[src/rtl/multicycle_controller.sv]
// Moore control FSM for a multicycle RV32I-subset datapath (loads, stores, ALU ops, branches, jal).
// Define BRANCH_EXT_EN to evaluate branch conditions by funct3; without it every branch uses Zero.
module multicycle_controller #(
  parameter int ALU_CTRL_W = 3,
  parameter int MEM_HS     = 1
) (
  input  logic                  clk,
  input  logic                  reset,
  input  logic [31:0]           Instr,
  input  logic                  Zero,
  input  logic                  Negative,
  input  logic                  Overflow,
  input  logic                  Carry,
  input  logic                  mem_ready,
  output logic                  PCWrite,
  output logic                  AdrSrc,
  output logic                  MemWrite,
  output logic                  IRWrite,
  output logic                  RegWrite,
  output logic [1:0]            ResultSrc,
  output logic [1:0]            ALUSrcA,
  output logic [1:0]            ALUSrcB,
  output logic [1:0]            ImmSrc,
  output logic [ALU_CTRL_W-1:0] ALUControl,
  output logic [3:0]            state_o,
  output logic                  illegal
);

  typedef enum logic [3:0] {
    S_FETCH    = 4'd0,
    S_DECODE   = 4'd1,
    S_MEMADR   = 4'd2,
    S_MEMREAD  = 4'd3,
    S_MEMWB    = 4'd4,
    S_MEMWRITE = 4'd5,
    S_EXECR    = 4'd6,
    S_EXECI    = 4'd7,
    S_ALUWB    = 4'd8,
    S_BRANCH   = 4'd9,
    S_JAL      = 4'd10,
    S_TRAP     = 4'd11
  } state_t;

  localparam logic [6:0] OP_LOAD   = 7'b0000011;
  localparam logic [6:0] OP_STORE  = 7'b0100011;
  localparam logic [6:0] OP_RTYPE  = 7'b0110011;
  localparam logic [6:0] OP_ITYPE  = 7'b0010011;
  localparam logic [6:0] OP_BRANCH = 7'b1100011;
  localparam logic [6:0] OP_JAL    = 7'b1101111;

  localparam logic [ALU_CTRL_W-1:0] ALU_ADD = ALU_CTRL_W'(3'b000);
  localparam logic [ALU_CTRL_W-1:0] ALU_SUB = ALU_CTRL_W'(3'b001);
  localparam logic [ALU_CTRL_W-1:0] ALU_AND = ALU_CTRL_W'(3'b010);
  localparam logic [ALU_CTRL_W-1:0] ALU_OR  = ALU_CTRL_W'(3'b011);
  localparam logic [ALU_CTRL_W-1:0] ALU_SLT = ALU_CTRL_W'(3'b101);

  state_t                  state_q, state_d;
  logic                    adr_src_q;
  logic [1:0]              result_src_q;
  logic [1:0]              alu_src_a_q;
  logic [1:0]              alu_src_b_q;
  logic [ALU_CTRL_W-1:0]   alu_ctrl_q;
  logic                    reg_write_q;
  logic                    mem_write_q;
  logic                    illegal_q;

  logic [6:0]              opcode;
  logic [2:0]              funct3;
  logic                    mem_ok;
  logic                    alu_legal;
  logic [ALU_CTRL_W-1:0]   alu_dec;
  logic                    branch_taken;
  logic                    branch_trap;
  logic                    unused_instr;

  assign opcode       = Instr[6:0];
  assign funct3       = Instr[14:12];
  assign mem_ok       = (MEM_HS != 0) ? mem_ready : 1'b1;
  assign unused_instr = ^{Instr[31], Instr[29:15], Instr[11:7]};

  always_comb begin
    alu_legal = 1'b1;
    alu_dec   = ALU_ADD;
    case (funct3)
      3'b000:  alu_dec = (opcode == OP_RTYPE && Instr[30]) ? ALU_SUB : ALU_ADD;
      3'b010:  alu_dec = ALU_SLT;
      3'b110:  alu_dec = ALU_OR;
      3'b111:  alu_dec = ALU_AND;
      default: alu_legal = 1'b0;
    endcase
  end

`ifdef BRANCH_EXT_EN
  always_comb begin
    branch_taken = 1'b0;
    branch_trap  = 1'b0;
    case (funct3)
      3'b000:  branch_taken = Zero;
      3'b001:  branch_taken = ~Zero;
      3'b100:  branch_taken = Negative ^ Overflow;
      3'b101:  branch_taken = ~(Negative ^ Overflow);
      3'b110:  branch_taken = ~Carry;
      3'b111:  branch_taken = Carry;
      default: branch_trap  = 1'b1;
    endcase
  end
`else
  logic unused_flags;
  assign unused_flags = ^{Negative, Overflow, Carry};
  assign branch_taken = Zero;
  assign branch_trap  = 1'b0;
`endif

  always_comb begin
    state_d = state_q;
    case (state_q)
      S_FETCH:    if (mem_ok) state_d = S_DECODE;
      S_DECODE: begin
        case (opcode)
          OP_LOAD, OP_STORE: state_d = S_MEMADR;
          OP_RTYPE:          state_d = S_EXECR;
          OP_ITYPE:          state_d = S_EXECI;
          OP_BRANCH:         state_d = S_BRANCH;
          OP_JAL:            state_d = S_JAL;
          default:           state_d = S_TRAP;
        endcase
      end
      S_MEMADR:   state_d = Instr[5] ? S_MEMWRITE : S_MEMREAD;
      S_MEMREAD:  if (mem_ok) state_d = S_MEMWB;
      S_MEMWB:    state_d = S_FETCH;
      S_MEMWRITE: if (mem_ok) state_d = S_FETCH;
      S_EXECR,
      S_EXECI:    state_d = alu_legal ? S_ALUWB : S_TRAP;
      S_ALUWB:    state_d = S_FETCH;
      S_BRANCH:   state_d = branch_trap ? S_TRAP : S_FETCH;
      S_JAL:      state_d = S_ALUWB;
      default:    state_d = S_TRAP;
    endcase
  end

  // Output registers are loaded from the state being entered so they line up with state_q.
  always_ff @(posedge clk) begin
    if (reset) begin
      state_q      <= S_FETCH;
      adr_src_q    <= 1'b0;
      result_src_q <= 2'b10;
      alu_src_a_q  <= 2'b00;
      alu_src_b_q  <= 2'b10;
      alu_ctrl_q   <= ALU_ADD;
      reg_write_q  <= 1'b0;
      mem_write_q  <= 1'b0;
      illegal_q    <= 1'b0;
    end else begin
      state_q      <= state_d;
      adr_src_q    <= 1'b0;
      result_src_q <= 2'b00;
      alu_src_a_q  <= 2'b00;
      alu_src_b_q  <= 2'b00;
      alu_ctrl_q   <= ALU_ADD;
      reg_write_q  <= 1'b0;
      mem_write_q  <= 1'b0;
      illegal_q    <= 1'b0;
      case (state_d)
        S_FETCH: begin
          result_src_q <= 2'b10;
          alu_src_b_q  <= 2'b10;
        end
        S_DECODE: begin
          alu_src_a_q <= 2'b01;
          alu_src_b_q <= 2'b01;
        end
        S_MEMADR: begin
          alu_src_a_q <= 2'b10;
          alu_src_b_q <= 2'b01;
        end
        S_MEMREAD:  adr_src_q <= 1'b1;
        S_MEMWRITE: begin
          adr_src_q   <= 1'b1;
          mem_write_q <= 1'b1;
        end
        S_MEMWB: begin
          result_src_q <= 2'b01;
          reg_write_q  <= 1'b1;
        end
        S_EXECR: begin
          alu_src_a_q <= 2'b10;
          alu_ctrl_q  <= alu_dec;
        end
        S_EXECI: begin
          alu_src_a_q <= 2'b10;
          alu_src_b_q <= 2'b01;
          alu_ctrl_q  <= alu_dec;
        end
        S_ALUWB:  reg_write_q <= 1'b1;
        S_BRANCH: begin
          alu_src_a_q <= 2'b10;
          alu_ctrl_q  <= ALU_SUB;
        end
        S_JAL: begin
          alu_src_a_q <= 2'b01;
          alu_src_b_q <= 2'b10;
        end
        S_TRAP:   illegal_q <= 1'b1;
        default:  illegal_q <= 1'b1;
      endcase
    end
  end

  always_comb begin
    ImmSrc = 2'b00;
    case (opcode)
      OP_STORE:  ImmSrc = 2'b01;
      OP_BRANCH: ImmSrc = 2'b10;
      OP_JAL:    ImmSrc = 2'b11;
      default:   ImmSrc = 2'b00;
    endcase
  end

  // Strobes that depend on this cycle's handshake or flags, all forced low while reset is high.
  assign IRWrite  = ~reset & (state_q == S_FETCH) & mem_ok;
  assign PCWrite  = ~reset & (((state_q == S_FETCH) & mem_ok) |
                              (state_q == S_JAL) |
                              ((state_q == S_BRANCH) & branch_taken & ~branch_trap));
  assign RegWrite = ~reset & reg_write_q;
  assign MemWrite = ~reset & mem_write_q;

  assign AdrSrc     = adr_src_q;
  assign ResultSrc  = result_src_q;
  assign ALUSrcA    = alu_src_a_q;
  assign ALUSrcB    = alu_src_b_q;
  assign ALUControl = alu_ctrl_q;
  assign illegal    = illegal_q;
  assign state_o    = state_q;

endmodule

[config.mk]
export PLATFORM = sky130hd
export DESIGN_NAME = multicycle_controller
export DESIGN_NICKNAME = d
export VERILOG_FILES = /design/src/rtl/multicycle_controller.sv
export SDC_FILE = /design/constraint.sdc
export NUM_CORES = 1
export LEC_CHECK = 0
export CAP_MARGIN = 20
export CORE_MARGIN = 2
export CORE_UTILIZATION = 40
export CTS_BUF_LIST = sky130_fd_sc_hd__clkbuf_2
export CTS_CLUSTER_DIAMETER = 150
export DETAILED_ROUTE_END_ITERATION = 8
export HOLD_SLACK_MARGIN = 0.1
export PLACE_DENSITY = 0.86
export SLEW_MARGIN = 5
export SYNTH_ARGS = -nofsm -noshare
export SYNTH_HDL_FRONTEND = slang
export SYNTH_SLANG_ARGS = --single-unit
export TNS_END_PERCENT = 10
[constraint.sdc]
create_clock -name clk -period 3.9 [get_ports clk]
set_input_delay 0.585 -clock clk [delete_from_list [all_inputs] [get_ports clk]]
set_output_delay 0.585 -clock clk [all_outputs]
set_load 0.01 [all_outputs]
==> impl_metrics.csv, run 1 <==
group,metric,value,unit
min_path,hold_path_depth,2,
timing,slew_headroom,0.620,
die,core-area,0.00221,mm2
placement,routabilityCongestion,0.855,
cts,hold_buffers,0,
min_path,hp-start,"Instr[12]",
logic_synthesis,seq_area_frac_synth,0.367,
grt,track_usage,0.172,
final_layout,antennaDiodeCount,0,
logic_synthesis,ys_seq_elements,17,
grt,grt_pass1_vias,824,
grt,antenna_found_initial,0,
cts,cts_num_sinks,17,
die,die_h,52.2,um
final_layout,area_growth,40.6,%
routing,vias,931,
logic_synthesis,dominantRegCellSynth,"dfxtp_1",
final_layout,layout_common_cells,"clkdlybuf4s50_1, dfxtp_1, nor2_1, nor2b_1, a21oi_1",
logic_synthesis,async_flop_share,0,
power,p_per_area,403,mW/mm2
timing,worst_slack,1.11,ns
critical_path,worstPathArrival,2.20,ns
cts,tritoncts,"done",
logic_synthesis,synth_top_area_share,0.367,
cts,cts.repair.resized,0,
critical_path,reg2reg_to,"ALUSrcB[0]",
cts,htreeDepth,1,
critical_path,path_class,"in -> out",
routing,drt-wirelength-per-cell,13.4,um
timing,skew,0.00672,ns
cts,root_buffer,"clkbuf_2",
critical_path,cp-start-kind,"input port",
logic_synthesis,syn_avg_cell_area,8.76,um2
placement,dp_slack,1.15,ns
cts,clk_pin_slew,0.14,ns
critical_path,r2r_slack,1.67,ns
status,outcome,"finished clean",
placement,port_buffers,35,
cts,post_cts_buffers,0,
logic_synthesis,synthDistinctLibCells,44,
timing,max_freq,359,MHz
cts,worstSkewPairLatency,0.30,ns
critical_path,crit-reg2reg-launch,"state_o[1]",
placement,place.detailed.hpwl,1730,um
routing,vias_per_cell,5.54,
logic_synthesis,ys_warn_count,0,
routing,remaining_drc_errors,0,
critical_path,required,3.31,ns
routing,drt_iter0_markers,20,
routing,postRouteAntennaNets,0,
routing,drtPass1Iterations,4,
grt,grt_pass1_wl,3510,um
min_path,hold_class,"in -> reg",
timing,fin_crit_sh,0.714,
timing,setup_tns,0,ns
power,ir_drop,286,uV
final_layout,drive_gt1_frac,0.0786,
logic_synthesis,synth_edf_count,0,
critical_path,ff2ff_path_depth,5,
cts,cts_made_buffers,3,
final_layout,nets,180,
logic_synthesis,syn_area,928,um2
logic_synthesis,synth_area_leaders,"dfxtp_1, nor2b_1, a21oi_1",
cts,cts_buffer_depth,2,
timing,worst_slew_pin_slew,0.569,ns
grt,grt_max_degree,18,
flow_run,maxCapViolCount,0,
die,rows,17,
die,ios,60,
die,dieArea,0.00272,mm2
timing,hold_viol,0,
timing,maxSlewViolCount,0,
logic_synthesis,synth_area_leader_cell,"dfxtp_1",
critical_path,end_kind,"output pin",
final_layout,layout_commonest_cell,"clkdlybuf4s50_1",
grt,grt.overflow.total,0,
logic_synthesis,synth_cells,106,
die,initial_core_util,0.420,
logic_synthesis,synth_nets,145,
timing,fin_crit,2.79,ns
routing,drt_wl_total,2250,um
timing,rsz0062_at_grt,"no",
timing,setup_viol,0,
critical_path,crit_fanout,17,
power,power_leakage,0.473,nW
min_path,min_to,"ALUControl[2]",
die,die_x,52.2,um
## how the worst max path moves through the flow
stage          startpoint          to  slack (ns)  cells after the start
2_1_floorplan  state_o[0]  ALUSrcB[0]        1.96                      6
3_3_place_gp        reset     PCWrite        1.17                      3
3_5_place_dp        reset     PCWrite        1.15                      3
4_1_cts             reset     PCWrite        1.15                      3
5_1_grt             reset     PCWrite        1.04                      3
6_report            reset     PCWrite        1.11                      3
## worst max-delay path, stage by stage
cell             delay [ns]
clkdlybuf4s50_1        0.70
nor3_1                 0.34
clkdlybuf4s50_1        0.58
## kinds of logic after synthesis
kind of cell	share of synthesized area
mux	0.0229
buf+inv	0.0472
xor+xnor	0.00944
fa+ha+maj	0.0121
simple gates	0.348
flops	0.367
compound gates	0.194
## power breakdown
part / internal (W) / total, W / leakage (nW) / switching (W)
Clock: 0.0000272 / 0.0000790 / 0.0166 / 0.0000518
Sequential: 0.000198 / 0.000223 / 0.139 / 0.0000251
Combinational: 0.000119 / 0.000224 / 0.317 / 0.000105
## layout make-up
class	count	area, um2
clock buffers	4	20.0
repair buffers	35	350
multi-input cells	80	544
fillers	206	907
inverters	4	15.0
well taps	28	35.0
flip-flops and latches	17	340
## layer usage
layer  track usage  up-vias  part of all wire
li1              -      463                 -
met1         0.211      423              0.43
met2         0.295       45              0.50
met3        0.0571        0             0.071
met4        0.0299        0                 0
met5             0        -                 0
## synth_stat cells, drive strengths merged (2+ instances only)
cell type,n
buf,3
nand2b,2
nor2,8
nor4b,2
nand3,3
nor3,4
nor3b,2
dfxtp,17
nand2,4
a21oi,6
nor2b,8
and3,3
nand4,2
o211ai,2
o21ai,4
a31oi,3
a31o,2
or3,2
inv,4
nor4,2
and4b,2
clkbuf,2
a21bo,2
## through the flow
step	hold slack [ns]	util	instance area [um2]	std cells	power, W
2_1_floorplan	0.663	-	928	106	0.000356
3_3_place_gp	0.861	0.581	1280	164	0.000442
3_5_place_dp	0.862	0.581	1280	164	0.000447
4_1_cts	0.873	0.590	1310	168	0.000526
5_1_grt	0.880	0.590	1310	168	0.000556
6_report	0.870	0.590	1310	168	0.000525
## flip-flops by register name (all words and copies together) (netlist names)
signal,cells
ALUSrcB,2
ALUControl,3
ALUSrcA,2
reg_write_q,1
mem_write_q,1
illegal,1
ResultSrc,2
state_o,4
AdrSrc,1
Power figures use the tool's default switching activity.
==> run 2, diff against run 1 <==
CORE_UTILIZATION = 37   (was 40)
PLACE_DENSITY = 0.81   (was 0.86)
clock period = 2.9 ns   (was 3.9 ns; I/O delays follow)
==> run 2 against run 1 <==
Global-route usage decreased by 0.98 points. Highest routed layer is now met4. Critical endpoint is now ImmSrc[1]. Combinational power increased by 36%. Clock power increased by 30%.
==> impl_metrics.csv, run 2 (same netlist as run 1, synthesis figures left out) <==
group,metric,value,unit
status,outcome,"finished clean",
power,ir_drop,414,uV
grt,antenna_found_initial,0,
final_layout,drive_gt1_frac,0.0851,
timing,hold_viol,0,
cts,clk_pin_slew,0.14,ns
critical_path,crit_fanout,4,
routing,vias_per_cell,5.54,
critical_path,ff2ff_path_depth,5,
final_layout,area_growth,41.6,%
cts,post_cts_buffers,0,
die,ios,60,
cts,cts_num_sinks,17,
final_layout,ff_latch_area,340,um2
min_path,hold_path_depth,2,
placement,port_buffers,35,
critical_path,crit-reg2reg-launch,"state_o[1]",
cts,tritoncts,"done",
timing,slew_headroom,0.684,
grt,grt.overflow.total,0,
routing,drt-wirelength-per-cell,13.3,um
min_path,hp-start,"Instr[12]",
power,power.total,0.000706,W
final_layout,layout_common_cells,"clkdlybuf4s50_1, dfxtp_1, nor2_1, nor2b_1, a21oi_1",
critical_path,worstSetupStartpoint,"Instr[5]",
final_layout,n_fill_cell,225,
die,die_x,54.1,um
placement,dp_cells,167,
critical_path,end_kind,"output pin",
routing,postRouteAntennaNets,0,
routing,drt_iter0_markers,20,
flow_run,maxCapViolCount,0,
timing,rsz0062_at_grt,"no",
final_layout,fin_util,0.541,
timing,fin_crit_sh,0.829,
critical_path,cp-start-kind,"input port",
cts,cts_made_buffers,3,
cts,cts.repair.resized,0,
cts,hold_buffers,0,
routing,drt_wl_total,2270,um
placement,place_area,0.00129,mm2
min_path,hold_class,"in -> reg",
timing,setup_viol,0,
die,dieArea,0.00293,mm2
power,p_per_area,537,mW/mm2
timing,setup_tns,0,ns
critical_path,required,2.47,ns
critical_path,path_class,"in -> out",
die,die_h,54.1,um
placement,routabilityCongestion,0.884,
final_layout,layout_commonest_cell,"clkdlybuf4s50_1",
cts,worstSkewPairLatency,0.28,ns
critical_path,reg2reg_to,"ALUSrcB[0]",
timing,maxSlewViolCount,0,
die,core-area,0.00243,mm2
grt,grt_pass1_vias,903,
grt,grt_pass1_wl,3550,um
critical_path,r2r_slack,0.66,ns
cts,root_buffer,"clkbuf_2",
timing,skew,0.00887,ns
timing,fin_crit,2.40,ns
min_path,min_to,"ALUControl[2]",
cts,cts_buffer_depth,2,
final_layout,largest_register_ffs,4,
routing,drtPass1Iterations,4,
power,power_leakage,0.478,nW
routing,vias,948,
final_layout,nets,181,
final_layout,finish.instance_area,0.00132,mm2
final_layout,fin_cells,171,
grt,grt_max_degree,15,
critical_path,worstPathArrival,1.97,ns
grt,track_usage,0.162,
timing,worst_slew_pin_slew,0.473,ns
final_layout,multi_input_area,544,um2
placement,place.detailed.hpwl,1770,um
cts,htreeDepth,1,
die,rows,18,
die,initial_core_util,0.382,
timing,max_freq,416,MHz
routing,remaining_drc_errors,0,
final_layout,antennaDiodeCount,0,
==> run 2: power by group <==
part | switching, W | internal [W] | leakage (nW)
clock network | 0.0000666 | 0.0000366 | 0.0166
logic | 0.000143 | 0.000161 | 0.322
registers | 0.0000327 | 0.000266 | 0.139
total | 0.000242 | 0.000464 | 0.478
==> run 2: worst max-delay path by stage <==
stage,end,cells after the start
after floorplan,ALUSrcB[0],6
after global placement,ALUSrcB[0],6
after detailed placement,ALUSrcB[0],6
after CTS,ImmSrc[1],4
after global routing,PCWrite,5
final,ImmSrc[1],4
==> run 2: critical path, stage by stage <==
cell and delay (ns):
clkdlybuf4s50_1 0.55, and4b_1 0.29, and3_1 0.17, clkdlybuf4s50_1 0.53
==> run 2: metrics by stage <==
step           worst slack (ns)  hold slack, ns
2_1_floorplan             0.961           0.513
6_report                  0.497           0.738
3_5_place_dp              0.395           0.853
3_3_place_gp              0.419           0.836
4_1_cts                   0.498           0.732
5_1_grt                   0.346           0.734
==> run 2: layout make-up <==
| class | instances | share of cell area |
|---|---|---|
| Sequential cell | 17 | 0.259 |
| Clock buffer | 4 | 0.0152 |
| Tap cell | 30 | 0.0285 |
| Multi-Input combinational cell | 80 | 0.414 |
| Timing Repair Buffer | 36 | 0.272 |
| Inverter | 4 | 0.0114 |
==> run 2: metal layers <==
metal  share of wire  global-route usage  up-vias
met4          0.0066              0.0458        0
met2            0.52               0.303       35
met5               0                   0        -
li1                -                   -      465
met1            0.42               0.177      446
met3           0.053              0.0444        2
==> run 3, diff against run 2 <==
clock period = 2.33 ns   (was 2.9 ns; I/O delays follow)
==> run 3 against run 2 <==
Sequential power is 24% higher. Final cell count grew 5.8%. Flip-flop and latch count stayed put. Global-route usage up 0.93 points. Sequential share of layout area decreased by 1.4 points. Combinational power up 37%. Clock power is 30% higher. Utilization is 3.3 points higher. Register-to-register slack worse by 0.45 ns. Worst setup slack lost 0.38 ns. Die area is the same. Critical path type is now reg -> out. Largest cell class unchanged. Largest power group unchanged.
==> impl_metrics.csv, run 3 (same netlist as run 1, synthesis figures left out) <==
group,metric,value,unit
critical_path,path_class,"reg -> out",
die,die_h,54.1,um
power,power_leakage,0.542,nW
cts,root_buffer,"clkbuf_2",
die,die_x,54.1,um
routing,drt_wl_total,2350,um
final_layout,layout_commonest_cell,"clkdlybuf4s50_1",
power,power.total,0.000918,W
routing,vias_per_cell,5.29,
grt,grt_max_degree,12,
routing,drtPass1Iterations,4,
flow_run,maxCapViolCount,0,
final_layout,n_fill_cell,219,
routing,drt-wirelength-per-cell,13.0,um
placement,dp_slack,0.0174,ns
timing,rsz0062_at_grt,"no",
critical_path,required,1.98,ns
routing,remaining_drc_errors,0,
cts,cts_made_buffers,3,
cts,htreeDepth,1,
grt,grt.overflow.total,0,
min_path,hp-start,"Instr[12]",
routing,postRouteAntennaNets,0,
timing,hold_viol,0,
min_path,min_to,"ALUControl[2]",
power,p_per_area,658,mW/mm2
critical_path,worstSetupStartpoint,"state_o[1]",
timing,fin_crit_sh,0.949,
timing,worst_slew_pin_slew,0.438,ns
timing,setup_viol,0,
min_path,hold_path_depth,2,
final_layout,area_growth,50.4,%
grt,track_usage,0.171,
timing,skew,0.00788,ns
final_layout,fin_util,0.574,
min_path,hold_class,"in -> reg",
cts,cts_buffer_depth,2,
critical_path,cp-start-kind,"register",
final_layout,layout_common_cells,"clkdlybuf4s50_1, dfxtp_1, buf_4, nor2b_1, nor2_1",
timing,slew_headroom,0.708,
routing,vias,957,
die,dieArea,0.00293,mm2
grt,grt_pass1_vias,843,
routing,drt_iter0_markers,13,
power,p_int,0.000600,W
power,p_sw,0.000318,W
placement,port_buffers,35,
critical_path,ff2ff_path_depth,5,
grt,grt_pass1_wl,3570,um
final_layout,largest_register_ffs,4,
status,outcome,"finished clean",
power,clockPowerShare,0.146,
die,core-area,0.00243,mm2
critical_path,r2r_slack,0.21,ns
critical_path,worstPathArrival,1.86,ns
critical_path,reg2reg_to,"ALUSrcA[1]",
grt,antenna_found_initial,0,
final_layout,multi_input_area,547,um2
critical_path,crit-reg2reg-launch,"state_o[0]",
final_layout,ff_latch_area,342,um2
cts,worstSkewPairLatency,0.31,ns
placement,place_area,0.00137,mm2
cts,clk_pin_slew,0.16,ns
timing,worst_slack,0.118,ns
final_layout,antennaDiodeCount,0,
power,swShare,0.346,
placement,place.detailed.hpwl,1850,um
die,initial_core_util,0.382,
timing,setup_tns,0,ns
power,ir_drop,424,uV
cts,post_cts_buffers,0,
critical_path,end_kind,"output pin",
power,combPwrFrac,0.451,
final_layout,nets,191,
die,ios,60,
final_layout,finish.instance_area,0.00140,mm2
cts,tritoncts,"done",
final_layout,drive_gt1_frac,0.159,
cts,cts_num_sinks,17,
timing,fin_crit,2.21,ns
die,rows,18,
placement,routabilityCongestion,0.860,
timing,max_freq,452,MHz
critical_path,crit_fanout,9,
power,p_seq_frac,0.403,
timing,maxSlewViolCount,0,
-- run 3: changes by cell type in the layout (fill, tap and decap cells not counted) --
cell,previous run,this run
buf_4,1,11
clkbuf_2,4,3
clkdlybuf4s50_1,35,34
clkinv_2,0,1
dfxtp_1,17,16
dfxtp_2,0,1
dlymetal6s2s_1,0,1
nor2_1,8,7
nor2_2,0,1
-- run 3: worst max-delay path by stage --
stage | endpoint | cells past startpoint
final | IRWrite | 5
after global routing | IRWrite | 5
after CTS | PCWrite | 6
after detailed placement | ALUSrcA[1] | 6
after global placement | ALUSrcA[1] | 6
after floorplan | ALUSrcB[0] | 6
-- run 3: through the flow --
step / hold slack (ns) / std cells
after floorplan: 0.427 / 106
after global placement: 0.819 / 177
after detailed placement: 0.835 / 177
after CTS: 0.591 / 181
after global routing: 0.600 / 181
final: 0.600 / 181
-- run 3: worst max-delay path: stages, from the launching register on --
cell and delay, ns:
dfxtp_2 0.41, buf_4 0.17, nor2_1 0.12, nand3_1 0.13, nor2_1 0.16, clkdlybuf4s50_1 0.56
-- run 3: power groups by stage --
stage | registers [W] | logic (W) | clock network, W
after global routing | 0.000375 | 0.000453 | 0.000149
after global placement | 0.000371 | 0.000403 | 0
after detailed placement | 0.000375 | 0.000410 | 0
after CTS | 0.000369 | 0.000413 | 0.000140
after floorplan | 0.000376 | 0.000220 | 0
final | 0.000370 | 0.000415 | 0.000134
-- run 3: repair_timing --
item | CTS | global route
setup endpoints to repair | 1 | 2
resized for setup | 1 | 2
hold buffers | 0 | 0
cloned | 0 | 0
-- run 3: final cells by class --
type / instances / area share
Clock buffer: 3 / 0.0108
Multi-Input combinational cell: 80 / 0.392
Tap cell: 30 / 0.0269
Sequential cell: 17 / 0.245
Timing Repair Buffer: 46 / 0.312
Inverter: 4 / 0.0108
Clock inverter: 1 / 0.00358
-- run 3: metal layers --
layer	track usage	part of all wire
met3	0.0333	0.048
met5	0	0
met2	0.313	0.50
met1	0.185	0.43
met4	0.0875	0.022
